`src/rtl/pdm_word_sampler_if.sv`:
```
// Interface bundle for pdm_word_sampler: microphone pins, controller gating and RAM write port.
interface pdm_word_sampler_if #(
    parameter int sample_w = 8
);
    logic                    micData;
    logic                    micClk;
    logic                    count_en;
    logic [4*sample_w-1:0]   ram_data;
    logic                    ram_wr;

    modport master (
        input  micData,
        input  count_en,
        output micClk,
        output ram_data,
        output ram_wr
    );

    modport slave (
        output micData,
        output count_en,
        input  micClk,
        input  ram_data,
        input  ram_wr
    );
endinterface

```
`src/rtl/pdm_word_sampler.sv`:
```
// PDM mic clock generator, ones-count integrator and 4-sample word packer.
// Define PDM_SAT_EN to saturate over-range ones counts instead of truncating them.
module pdm_word_sampler #(
    parameter int count_w  = 8,
    parameter int clocks   = 240,
    parameter int sample_w = 8,
    parameter int CLK_DIV  = 42
) (
    input  logic               clk,
    input  logic               rst_n,
    pdm_word_sampler_if.master bus
);
    localparam int DIV_W = (CLK_DIV > 2) ? $clog2(CLK_DIV) : 1;
    localparam int EXT_W = (count_w > sample_w) ? count_w : sample_w;

    typedef enum logic [1:0] {IDLE, ACCUM, EMIT} state_t;

    state_t                  state, state_nx;
    logic [DIV_W-1:0]        div_cnt;
    logic                    sync1, mic_s;
    logic [count_w-1:0]      win, ones, ones_total;
    logic [1:0]              slot;
    logic [3*sample_w-1:0]   pack;
    logic [EXT_W-1:0]        total_ext;
    logic [sample_w-1:0]     sample;
    logic                    strb, win_last, word_done;

    assign strb       = (div_cnt == DIV_W'(CLK_DIV - 1));
    assign win_last   = (win == count_w'(clocks - 1));
    assign ones_total = ones + count_w'(mic_s);
    assign total_ext  = EXT_W'(ones_total);
    assign word_done  = strb && bus.count_en && win_last && (slot == 2'd3);
    assign bus.ram_wr = (state == EMIT);

`ifdef PDM_SAT_EN
    always_comb begin
        sample = total_ext[sample_w-1:0];
        if (total_ext > EXT_W'({sample_w{1'b1}}))
            sample = '1;
    end
`else
    always_comb begin
        sample = total_ext[sample_w-1:0];
    end
`endif

    always_ff @(posedge clk or negedge rst_n) begin
        if (!rst_n)
            state <= IDLE;
        else
            state <= state_nx;
    end

    always_comb begin
        state_nx = state;
        case (state)
            IDLE:    if (bus.count_en) state_nx = ACCUM;
            ACCUM: begin
                if (!bus.count_en)
                    state_nx = IDLE;
                else if (word_done)
                    state_nx = EMIT;
            end
            EMIT:    state_nx = bus.count_en ? ACCUM : IDLE;
            default: state_nx = IDLE;
        endcase
    end

    // Divider, mic clock and synchronizer run regardless of count_en.
    always_ff @(posedge clk or negedge rst_n) begin
        if (!rst_n) begin
            div_cnt    <= '0;
            bus.micClk <= 1'b0;
            sync1      <= 1'b0;
            mic_s      <= 1'b0;
        end else begin
            div_cnt    <= strb ? '0 : div_cnt + 1'b1;
            bus.micClk <= (div_cnt < DIV_W'(CLK_DIV / 2));
            sync1      <= bus.micData;
            mic_s      <= sync1;
        end
    end

    // A low count_en outranks a coincident strobe, discarding the partial word.
    always_ff @(posedge clk or negedge rst_n) begin
        if (!rst_n) begin
            win          <= '0;
            ones         <= '0;
            slot         <= '0;
            pack         <= '0;
            bus.ram_data <= '0;
        end else if (!bus.count_en) begin
            win  <= '0;
            ones <= '0;
            slot <= '0;
        end else if (strb) begin
            if (win_last) begin
                win  <= '0;
                ones <= '0;
                slot <= slot + 2'd1;
                if (slot == 2'd3)
                    bus.ram_data <= {sample, pack};
                else
                    pack[sample_w*int'(slot) +: sample_w] <= sample;
            end else begin
                win  <= win + 1'b1;
                ones <= ones_total;
            end
        end
    end
endmodule

```
`src/flat_wrapper.sv`:
```
// flat-port wrapper written by rule: the top's interface ports become plain ports
module pdm_word_sampler_flat 
#(
    parameter int count_w  = 8,
    parameter int clocks   = 240,
    parameter int sample_w = 8,
    parameter int CLK_DIV  = 42
)
  (clk, rst_n, bus_micData, bus_count_en, bus_micClk, bus_ram_data, bus_ram_wr);
  pdm_word_sampler_if #(.sample_w(sample_w)) bus_i ();
  input  logic clk;
  input  logic rst_n;
  input wire logic [$bits(bus_i.micData)-1:0] bus_micData;
  input wire logic [$bits(bus_i.count_en)-1:0] bus_count_en;
  output wire logic [$bits(bus_i.micClk)-1:0] bus_micClk;
  output wire logic [$bits(bus_i.ram_data)-1:0] bus_ram_data;
  output wire logic [$bits(bus_i.ram_wr)-1:0] bus_ram_wr;
  assign bus_i.micData = bus_micData;
  assign bus_i.count_en = bus_count_en;
  assign bus_micClk = bus_i.micClk;
  assign bus_ram_data = bus_i.ram_data;
  assign bus_ram_wr = bus_i.ram_wr;
  pdm_word_sampler #(.count_w(count_w), .clocks(clocks), .sample_w(sample_w), .CLK_DIV(CLK_DIV)) u_core (.clk(clk), .rst_n(rst_n), .bus(bus_i));
endmodule
```
`config.mk`:
```
export PLATFORM = sky130hd
export DESIGN_NAME = pdm_word_sampler_flat
export DESIGN_NICKNAME = d
export VERILOG_FILES = /design/src/rtl/pdm_word_sampler_if.sv /design/src/rtl/pdm_word_sampler.sv /design/src/flat_wrapper.sv
export SDC_FILE = /design/constraint.sdc
export NUM_CORES = 1
export LEC_CHECK = 0
export ABC_AREA = 1
export BUFFER_PORTS_ARGS = -buffer_cell sky130_fd_sc_hd__buf_4
export CAP_MARGIN = 20
export CORE_MARGIN = 2
export CORE_UTILIZATION = 45
export DETAILED_ROUTE_END_ITERATION = 16
export PLACE_DENSITY = 0.68
export SYNTH_ARGS = -nofsm -noshare
export SYNTH_HDL_FRONTEND = slang
export SYNTH_SLANG_ARGS = --single-unit
```
`constraint.sdc`:
```
create_clock -name clk -period 3.36 [get_ports clk]
set_clock_uncertainty 0.2 [all_clocks]
set_input_delay 0.168 -clock clk [delete_from_list [all_inputs] [get_ports clk]]
set_output_delay 0.168 -clock clk [all_outputs]
set_load 0.01 [all_outputs]
```
# Word-level counts from Yosys, hierarchy flattened
# Cells that the tools add are included.
# W data, S select, Z words.
[totals] regBits=85 inputBits=4 output_inout_bits=34 elab_cells=52
[classes] n_addsub=5 n_lt_le_gt_ge=1 n_eq_ne=9 n_shift=2 mux=16 bitwise_logic=1 n_reduce_logical=8
[op_table] cell="$mux W8" count=6
[op_table] cell="$neg A5 Y33" count=1
[op_table] cell="$shift A8 B33 Y24 const A" count=1
[op_table] cell="$shiftx A8 B33 Y24" count=1
[op_table] cell="$bwmux W24" count=1
[op_table] cell="$mux W2" count=6
[op_table] cell="$add A8 B1 Y8" count=1
[op_table] cell="$add A8 B1 Y8 const B" count=1
[op_table] cell="$eq A8 B8 Y1 const B" count=1
[op_table] cell="$reduce_and A4 Y1" count=2
[op_table] cell="$add A6 B1 Y6 const B" count=1
[op_table] cell="$eq A6 B6 Y1 const B" count=1
[op_table] cell="$lt A6 B5 Y1 const B" count=1
[op_table] cell="$mux W6" count=1
[op_table] cell="$pmux W2 S3" count=1
[op_table] cell="$eq A2 B2 Y1 const B" count=2
[op_table] cell="$ne A2 B1 Y1 const B" count=2
[op_table] cell="$reduce_and A2 Y1" count=2
[op_table] cell="$logic_and A1 B1 Y1" count=3
[op_table] cell="$ne A3 B2 Y1 const B" count=1
[op_table] cell="$add A2 B1 Y2 const B" count=1
[op_table] cell="$eq A2 B1 Y1 const B" count=1
[op_table] cell="$logic_not A2 Y1" count=1
[op_table] cell="$ne A2 B2 Y1 const B" count=1
[op_table] cell="2 further kinds" count=2

# Depth between registers and ports, before layout
# Gate-level depths: netlist of run 1.
[depth] ltp_word=7 mapped_depth=10 mapped_depth_nobuf=10

# Worst setup path before layout of run 1
# Ideal clock, no wire load.
[synth_timing] path_kind="register -> register" from="reg u_core.div_cnt[1]" to="reg u_core.bus.ram_data[25]" setup_ns=0.118 arrival_time_ns=1.403 required_ns=3.042 setup_slack_ns=1.639 stages_incl_launch_ff=9 n_path_buf=1 period_less_slack_ns=1.721 path_cell_list="dfrtp_1 > inv_1 > ha_1 > nand3_2 > nor2_4 > nand4_4 > buf_6 > nand2_2 > o21ai_2"
[synth_between] elab_chain_len=2
[synth_rtl] element="from (decl)" line="pdm_word_sampler.sv:19" rtl="logic [DIV_W-1:0] div_cnt;"
[synth_rtl] element="from (signal assigned)" line="pdm_word_sampler.sv:77" rtl="div_cnt <= strb ? '0 : div_cnt + 1'b1;"
[synth_rtl] element="$eq A6 B6 Y1" line="pdm_word_sampler.sv:28" rtl="assign strb = (div_cnt == DIV_W'(CLK_DIV - 1));"
[synth_rtl] element="$reduce_and A4 Y1 (no source line)"
[synth_rtl] element="to (signal assigned)" line="pdm_word_sampler.sv:102" rtl="bus.ram_data <= {sample, pack};"
[synth_rtl] element="to (decl)" line="pdm_word_sampler_if.sv:15" rtl="output ram_data,"
# Every way passes these cells.
# A chain may end at the register's enable or synchronous reset.

# Worst setup path in the final report of run 1
[layout_timing] from="reg u_core.div_cnt[1]" to="reg u_core.slot[0]"
[layout_between] elab_chain_len=3
[layout_rtl] element="$eq A6 B6 Y1" line="pdm_word_sampler.sv:28"
[layout_rtl] element="$ne A2 B1 Y1 (no source line)"
[layout_rtl] element="$reduce_and A2 Y1 (no source line)"
[layout_rtl] element="to (signal assigned)" line="pdm_word_sampler.sv:100" rtl="slot <= slot + 2'd1;"
[layout_rtl] element="to (decl)" line="pdm_word_sampler.sv:22" rtl="logic [1:0] slot;"
# Every way passes these cells.

==> out/results.ini, run 1 <==
[run_status]
status = finished clean

[clock_network]
cts_buffers = 9
htree_levels = 3
insertion_delay_ps = 350
cts-root-buf = clkbuf_8
cts_resized = 0
clk_path_buf_depth = 2
clkTransAtPathRegs_ps = 90
cts_tree = built
clock_sinks = 85

[die]
start_util = 0.469
die_w_um = 99.8
dieArea_mm2 = 0.00995
rows = 34
num_io_pins = 38
die_y_um = 99.8
fp.coreArea_mm2 = 0.00881

[drt]
via_per_inst = 4.85
route.vias.total = 3010
route.detailed.drc = 0
drt-initial-drc-count = 180
first_pass_iters = 5
ant_nets = 0
wl_mm = 7.65
wl_per_cell_um = 12.3

[finish]
ff_latch_area_mm2 = 0.00213
drive_above_1_share = 0.260
stdcell_count = 620
area_delta_synth_final_pct = 15.4
finish.net_count = 522
antenna_cells = 0
fin_util = 0.541
finish.instance_area_mm2 = 0.00476
nFillCells = 803
multi_input_area_mm2 = 0.00170

[placement]
place_congestion = 0.833
post-place-ws_ps = 1380
dp_cells = 600
dpl.hpwl_mm = 5.31
io_buffers = 37
placed_cell_area_mm2 = 0.00448

[setup_path]
critPathLaunchType = flip-flop
cp_cell_sequence = inv_1, ha_1, nand2_1, inv_1, nand3_2, nand2_2, o21ai_1, nand2_1, o21ai_0
critPathSlowestCell = dfrtp_1
path_max_fanout = 15
critPathArrivalTime_ps = 2040
required_ps = 3380
timing.rr.end = u_core.slot[0]
reg2reg_setup_slack_ps = 1340
cpPeakStageDelay_ps = 420
worstReg2RegStart = u_core.div_cnt[1]
critPathBufInv = 2
reg2reg_depth = 9
worst_setup_path_end_kind = flip-flop
critical-path-top-delay-family = simple AND/OR/NAND/NOR gates
critPathKind = flip-flop to flip-flop

[sta]
finalHoldViolations = 0
worst_slew_pin_slew_ps = 526
holdWs_ps = 128
maxSlewHeadroom = 0.649
setup_tns_ps = 0
finalSetupViolCount = 0
fmax_ghz = 0.496
min_period_over_period = 0.601
rsz0062_at_grt = no
setup_slack_ps = 1340
drv_slew = 0
fin_crit_ps = 2020

[pwr]
irDropWorstVdd_mv = 0.198
finalPower_mw = 1.91
powerDensity_mw_per_mm2 = 402
leakage_nw = 2.36

[yosys]
synth_nets = 475
muxShareOfSynthArea = 0.00243
synth_seq_area_share = 0.515
yosys.area.top_type = dfrtp_1
synth_top_area_share = 0.515
syn_avg_cell_area_um2 = 8.97
synth_compound_area_frac = 0.0988
yosys-top-cells-count = 126 x nand2_1, 85 x dfrtp_1, 56 x inv_1
synth_adder_area_share = 0.0334
synth_top_family_by_area = simple AND/OR/NAND/NOR gates
yosys.cell_count.top_type = nand2_1
synth.distinct_cells = 25
ys.warnings.count = 0
dominantRegCellSynth = dfrtp_1
synth.area.top_cells = dfrtp_1 52%, nand2_1 11%, o21ai_2 6.8%, inv_1 5.1%, nor2_1 4.5%
yosys_register_bits = 85
synth_xor_area_frac = 0.00849
synthCells = 460
synth_edf_count = 0
syn_area_mm2 = 0.00413
synth-async-reset-ratio = 1.00
yosys.area_share.simple = 0.268

[global_routing]
grt_max_degree = 86
grt_pass1_vias = 2902
grt_overflow = 0
grt_util_all_layers = 0.166
grt_pass1_wl_mm = 13.2
antenna_found_initial = 0

[flow_run]
max_cap_viol_count = 0

[min_path]
hold_class = input port to asynchronous set/reset pin

-- registers in the layout, indices dropped and copies added, names as in the netlist --
name / count
u_core.bus.micClk: 1
u_core.ones: 8
u_core.sync1: 1
u_core.pack: 24
u_core.win: 8
u_core.state: 2
u_core.slot: 2
u_core.mic_s: 1
u_core.bus.ram_data: 32
u_core.div_cnt: 6
-- metal layers --
metal | vias to the layer above | share of wire | global-route usage
met2 | 55 | 0.47 | 0.268
met5 | - | 0 | 0
li1 | 1517 | - | -
met1 | 1426 | 0.48 | 0.224
met4 | 0 | 0.018 | 0.0706
met3 | 12 | 0.030 | 0.0274
-- cell type report --
| class | instances | area share |
|---|---|---|
| Sequential cell | 85 | 0.447 |
| Multi-Input combinational cell | 307 | 0.356 |
| Timing Repair Buffer | 43 | 0.0736 |
| Inverter | 61 | 0.0481 |
| Clock buffer | 11 | 0.0297 |
| Tap cell | 108 | 0.0284 |
| Clock inverter | 5 | 0.0176 |
-- cells by family (layout without fill, tap and decap cells) --
| family | Yosys count | after routing |
|---|---|---|
| and+or+nand+nor | 235 | 235 |
| DFF | 85 | 85 |
| buffers and inverters | 68 | 120 |
| AOI/OAI and AO/OA | 56 | 56 |
| adders and majority gates | 11 | 11 |
| xor gates and xnor gates | 4 | 4 |
| muxes | 1 | 1 |
-- where the power goes --
part | internal, mW | switching, mW
sequential | 1.03 | 0.00578
clock | 0.441 | 0.366
combinational | 0.0202 | 0.0498
-- placed cells by master, fill, tap and decap left out, drive strengths merged --
cell,instances
nand3,21
o22ai,6
nor2,58
inv,61
clkinv,1
dfrtp,85
bufinv,2
mux2i,1
nand2,152
buf,40
xor2,4
nand4,4
a21oi,7
clkinvlp,2
clkbuf,11
ha,11
dlygate4sd3,3
o21ai,43
-- repair_timing --
item                      in CTS  in global routing
buffers inserted               0                  0
hold endpoints to repair      88                  0
hold buffers                   3                  0
-- worst max-delay path by stage --
stage	end	startpoint	cells after the start	slack [ps]
2_1_floorplan	u_core.bus.ram_data[25]	u_core.div_cnt[1]	8	1640
3_3_place_gp	u_core.bus.ram_data[1]	u_core.div_cnt[1]	8	1430
3_5_place_dp	u_core.slot[0]	u_core.div_cnt[1]	9	1380
4_1_cts	u_core.slot[0]	u_core.div_cnt[1]	9	1350
5_1_grt	u_core.slot[0]	u_core.div_cnt[1]	9	1110
6_report	u_core.slot[0]	u_core.div_cnt[1]	9	1340
No activity file was read; power rests on OpenSTA's default activity.
==> inputs of run 2 (changes only) <==
Settings changed: ABC_AREA 1 to 0, PLACE_DENSITY 0.68 to 0.71.
Clock period 3.36 ns to 1.7 ns, I/O delays scaled along.
==> out/results.ini, run 2 <==
[yosys]
synth_edf_count = 0
syn_avg_cell_area_um2 = 9.72
synth.area.top_cells = dfrtp_1 56%, nand2_1 15%, ha_1 3.6%, o21ai_0 2.8%, nand3b_1 1.8%
synth_top_area_share = 0.564
ys.warnings.count = 0
dominantRegCellSynth = dfrtp_1
synth_seq_area_share = 0.564
yosys-top-cells-count = 147 x nand2_1, 85 x dfrtp_1, 21 x o21ai_0
yosys_register_bits = 85
synth_nets = 403
synth-async-reset-ratio = 1.00
synthCells = 388
syn_area_mm2 = 0.00377
synth.distinct_cells = 42
yosys.cell_count.top_type = nand2_1
yosys.area.top_type = dfrtp_1

[drt]
route.vias.total = 3329
via_per_inst = 5.36
drt-initial-drc-count = 175
first_pass_iters = 5
wl_mm = 10.1
ant_nets = 0
route.detailed.drc = 0
wl_per_cell_um = 16.3

[finish]
finish.net_count = 526
fin_util = 0.680
largest_reg_flops = 32
antenna_cells = 0
reg.largest.list = u_core.bus.ram_data (32), u_core.pack (24)
top_register = u_core.bus.ram_data
final_cell_mix = 121 x nand2_1, 91 x buf_4, 83 x dfrtp_1
multi_input_area_mm2 = 0.00194
layout_commonest_cell = nand2_1
ff_latch_area_mm2 = 0.00213
drive_above_1_share = 0.430
nFillCells = 577
area_delta_synth_final_pct = 47.4

[setup_path]
worst_setup_path_end_kind = flip-flop
reg2reg_depth = 8
worstReg2RegStart = u_core.div_cnt[1]
critPathArrivalTime_ps = 2060
timing.rr.end = u_core.pack[19]
reg2reg_setup_slack_ps = -320
critPathLaunchType = flip-flop
critPathKind = flip-flop to flip-flop
path_max_fanout = 6
required_ps = 1750

[global_routing]
grt_util_all_layers = 0.229
grt_overflow = 0
grt_pass1_vias = 3287
grt_pass1_wl_mm = 15.9
grt_max_degree = 32
antenna_found_initial = 0

[pwr]
powerDensity_mw_per_mm2 = 652
finalPower_mw = 3.63
leakage_nw = 2.79
irDropWorstVdd_mv = 0.420

[sta]
worst_slew_pin_slew_ps = 637
rsz0062_at_grt = yes
finalHoldViolations = 0
fin_crit_ps = 2020
fmax_ghz = 0.496
drv_slew = 0
min_period_over_period = 1.19
setup_slack_ps = -316
maxSlewHeadroom = 0.575
finalSetupViolCount = 76

[clock_network]
insertion_delay_ps = 350
clock_sinks = 85
clkTransAtPathRegs_ps = 90
cts_tree = built
cts_buffers = 9
htree_levels = 3
clk_path_buf_depth = 2
cts-root-buf = clkbuf_8

[run_status]
violations = negative setup slack
status = finished with violations

[flow_run]
max_cap_viol_count = 0

[min_path]
min_path_cells = 4
worst_hold_path.endpoint = u_core.pack[8]
worstHoldStart = bus_count_en
hold_class = input port to flip-flop

[die]
start_util = 0.461
dieArea_mm2 = 0.00913
num_io_pins = 38
die_y_um = 95.5
die_w_um = 95.5
rows = 33
fp.coreArea_mm2 = 0.00818

[placement]
dpl.hpwl_mm = 6.24
place_congestion = 0.913
io_buffers = 37

[run 2: repair_timing]
action                                 in CTS  in global routing
hold buffers                                7                  0
setup endpoints to repair                  76                 76
gates resized for setup                    60                 58
setup buffers                               9                  6
cloned                                      4                  1
endpoints found under the hold margin      88                  0
pin swaps                                  22                 21
[run 2: logic make-up (layout without fill, tap and decap cells)]
family / Yosys count / count (layout) / share of synthesized area
adder cells (fa/ha/maj): 11 / 11 / 0.0365
AND/OR/NAND/NOR: 210 / 211 / 0.265
XOR/XNOR: 11 / 11 / 0.0255
AO/OA/AOI/OAI: 52 / 52 / 0.0803
buffers and inverters: 19 / 146 / 0.0282
flip-flops: 85 / 85 / 0.564
[run 2: worst max path at each step]
stage	start	to	slack (ps)	cells after the start
floorplan	u_core.div_cnt[1]	u_core.bus.ram_data[31]	-270	8
global placement	u_core.win[0]	u_core.pack[7]	-290	6
detailed placement	u_core.div_cnt[1]	u_core.bus.ram_data[25]	-330	8
CTS	u_core.win[1]	u_core.pack[6]	-290	6
global route	u_core.div_cnt[1]	u_core.pack[23]	-380	8
finish	u_core.div_cnt[1]	u_core.pack[19]	-320	8
[run 2: cell type report]
cell class                      count  share of cell area
Timing Repair Buffer              124               0.203
Clock buffer                        9              0.0223
Sequential cell                    85               0.383
Inverter                            6             0.00473
Tap cell                          105              0.0236
Multi-Input combinational cell    285               0.349
Clock inverter                      7              0.0144
[run 2: worst max-delay path: stages, from the launching register on]
cell and delay, ps:
dfrtp_1 400, inv_2 80, ha_4 140, nand4b_4 120, buf_6 150, or4_4 550
clkbuf_16 190, nand2_2 50, nand2_2 40
[run 2: routing by layer]
metal | part of all wire | global-route usage | wire length (µm)
met1 | 0.41 | 0.287 | 4090
met2 | 0.52 | 0.388 | 5250
met3 | 0.052 | 0.0435 | 528
met4 | 0.023 | 0.0964 | 230
met5 | 0 | 0 | 0
[run 2: metrics by stage]
stage,cells,hold slack [ps],setup TNS (ps),instance area (µm²),setup slack [ps]
detailed placement,580,-159,-18630,4680,-335
floorplan,388,-411,-12830,3860,-271
global placement,580,-168,-15040,4680,-286
CTS,614,28.9,-15770,5250,-295
finish,621,56.9,-18720,5560,-316
global route,621,50.0,-22840,5560,-376
[run 2: power breakdown]
| part | switching [mW] | internal [mW] | total (mW) |
|---|---|---|---|
| clock network | 0.784 | 0.703 | 1.49 |
| logic | 0.0719 | 0.0384 | 0.110 |
| registers | 0.00345 | 2.03 | 2.03 |
==> inputs of run 3 (changes only) <==
Settings changed: REMOVE_ABC_BUFFERS set to 1.
==> out/results.ini, run 3 (same netlist as run 2, synthesis figures left out) <==
[finish]
layout_commonest_cell = nand2_1
reg.largest.list = u_core.bus.ram_data (32), u_core.pack (24)
stdcell_count = 627
finish.net_count = 532
antenna_cells = 0
nFillCells = 616
area_delta_synth_final_pct = 43.9
largest_reg_flops = 32
final_cell_mix = 124 x nand2_1, 101 x buf_4, 84 x dfrtp_1
top_register = u_core.bus.ram_data
drive_above_1_share = 0.402

[sta]
drv_slew = 0
rsz0062_at_grt = yes
fin_crit_ps = 1990
worst_slew_pin_slew_ps = 439
fmax_ghz = 0.502
setup_slack_ps = -292
maxSlewHeadroom = 0.706
finalSetupViolCount = 77
min_period_over_period = 1.17
finalHoldViolations = 0
setup_tns_ps = -17090

[clock_network]
clk_path_buf_depth = 2
cts_tree = built
cts-root-buf = clkbuf_8
cts_buffers = 9
insertion_delay_ps = 370
clkTransAtPathRegs_ps = 100
htree_levels = 3
clock_sinks = 85

[setup_path]
reg2reg_setup_slack_ps = -290
critPathArrivalTime_ps = 2050
reg2reg_depth = 6
critPathKind = flip-flop to flip-flop
required_ps = 1760
critPathLaunchType = flip-flop
worst_setup_path_end_kind = flip-flop
path_max_fanout = 7

[drt]
wl_per_cell_um = 15.8
first_pass_iters = 4
route.detailed.drc = 0
ant_nets = 0
route.vias.total = 3329
via_per_inst = 5.31
drt-initial-drc-count = 148
wl_mm = 9.91

[die]
die_w_um = 95.5
start_util = 0.461
die_y_um = 95.5
dieArea_mm2 = 0.00913
fp.coreArea_mm2 = 0.00818
rows = 33
num_io_pins = 38

[placement]
place_congestion = 0.899
io_buffers = 37
dpl.hpwl_mm = 5.88
dp_cells = 579

[run_status]
violations = negative setup slack
status = finished with violations

[min_path]
hold_class = input port to asynchronous set/reset pin

[global_routing]
antenna_found_initial = 0
grt_overflow = 0
grt_pass1_wl_mm = 14.9
grt_max_degree = 37
grt_util_all_layers = 0.214
grt_pass1_vias = 3171

[flow_run]
max_cap_viol_count = 0

[pwr]
irDropWorstVdd_mv = 0.405
powerDensity_mw_per_mm2 = 652
leakage_nw = 2.75

==> run 3: changes by cell type in the layout (fill, tap and decap cells not counted), sizes merged <==
cell	delta
clkinvlp	-1
a21oi	+1
inv	-1
bufinv	-1
clkbuf	-1
buf	+8
dlygate4sd3	-2
clkinv	+3
==> run 3: report_power, final <==
group	switching, mW	internal (mW)	total (mW)
clock network	0.836	0.568	1.40
logic	0.0719	0.0364	0.108
registers	0.00341	2.03	2.03
total	0.912	2.63	3.54
==> run 3: through the flow <==
stage	utilization	setup slack [ps]	hold slack, ps	instance area (µm²)	power [mW]
detailed placement	0.560	-427	-194	4580	2.15
finish	0.664	-292	27.0	5430	3.54
CTS	0.630	-248	15.1	5150	3.56
global route	0.664	-341	31.6	5430	3.68
global placement	0.560	-351	-192	4580	2.15
floorplan	-	-1850	-411	3690	2.08
==> run 3: path summary, 6_finish.rpt <==
check,to,start
max in group asynchronous,u_core.bus.ram_data[4],rst_n
hold / removal,u_core.bus.ram_data[18],rst_n
setup / recovery,u_core.pack[17],u_core.slot[0]
hold reg to reg,u_core.mic_s,u_core.sync1
setup reg to reg,u_core.pack[17],u_core.slot[0]
min in group clk,u_core.win[4],bus_count_en
==> run 3: timing repair <==
item	CTS	global route
hold endpoints to repair	91	2
setup buffers	15	9
pin swaps	31	19
endpoints found under the setup margin	75	76
hold buffers	4	1
gates cloned	3	0
resized for setup	64	51
==> run 3: critical path: stages (launching register included) <==
cell and delay, ps:
dfrtp_2 460, ha_4 190, nand3b_1 150, or4_4 590
buf_6 170, nand2_2 50, o21ai_1 70
==> run 3: cell type report <==
| class | count | area (µm²) | area share |
|---|---|---|---|
| clock buffer | 9 | 124 | 0.0228 |
| timing repair buffer | 129 | 1120 | 0.206 |
| inverter | 6 | 23.8 | 0.00438 |
| clock inverter | 7 | 70.1 | 0.0129 |
| multi-input combinational | 286 | 1830 | 0.338 |
| tap | 105 | 131 | 0.0242 |
| sequential | 85 | 2130 | 0.392 |
==> run 3: layer usage <==
metal | GRT usage | vias to the layer above | routed length, µm
met4 | 0.0964 | 0 | 331
met3 | 0.0435 | 29 | 390
li1 | - | 1573 | -
met2 | 0.369 | 91 | 5120
met1 | 0.257 | 1636 | 4070
met5 | 0 | - | 0
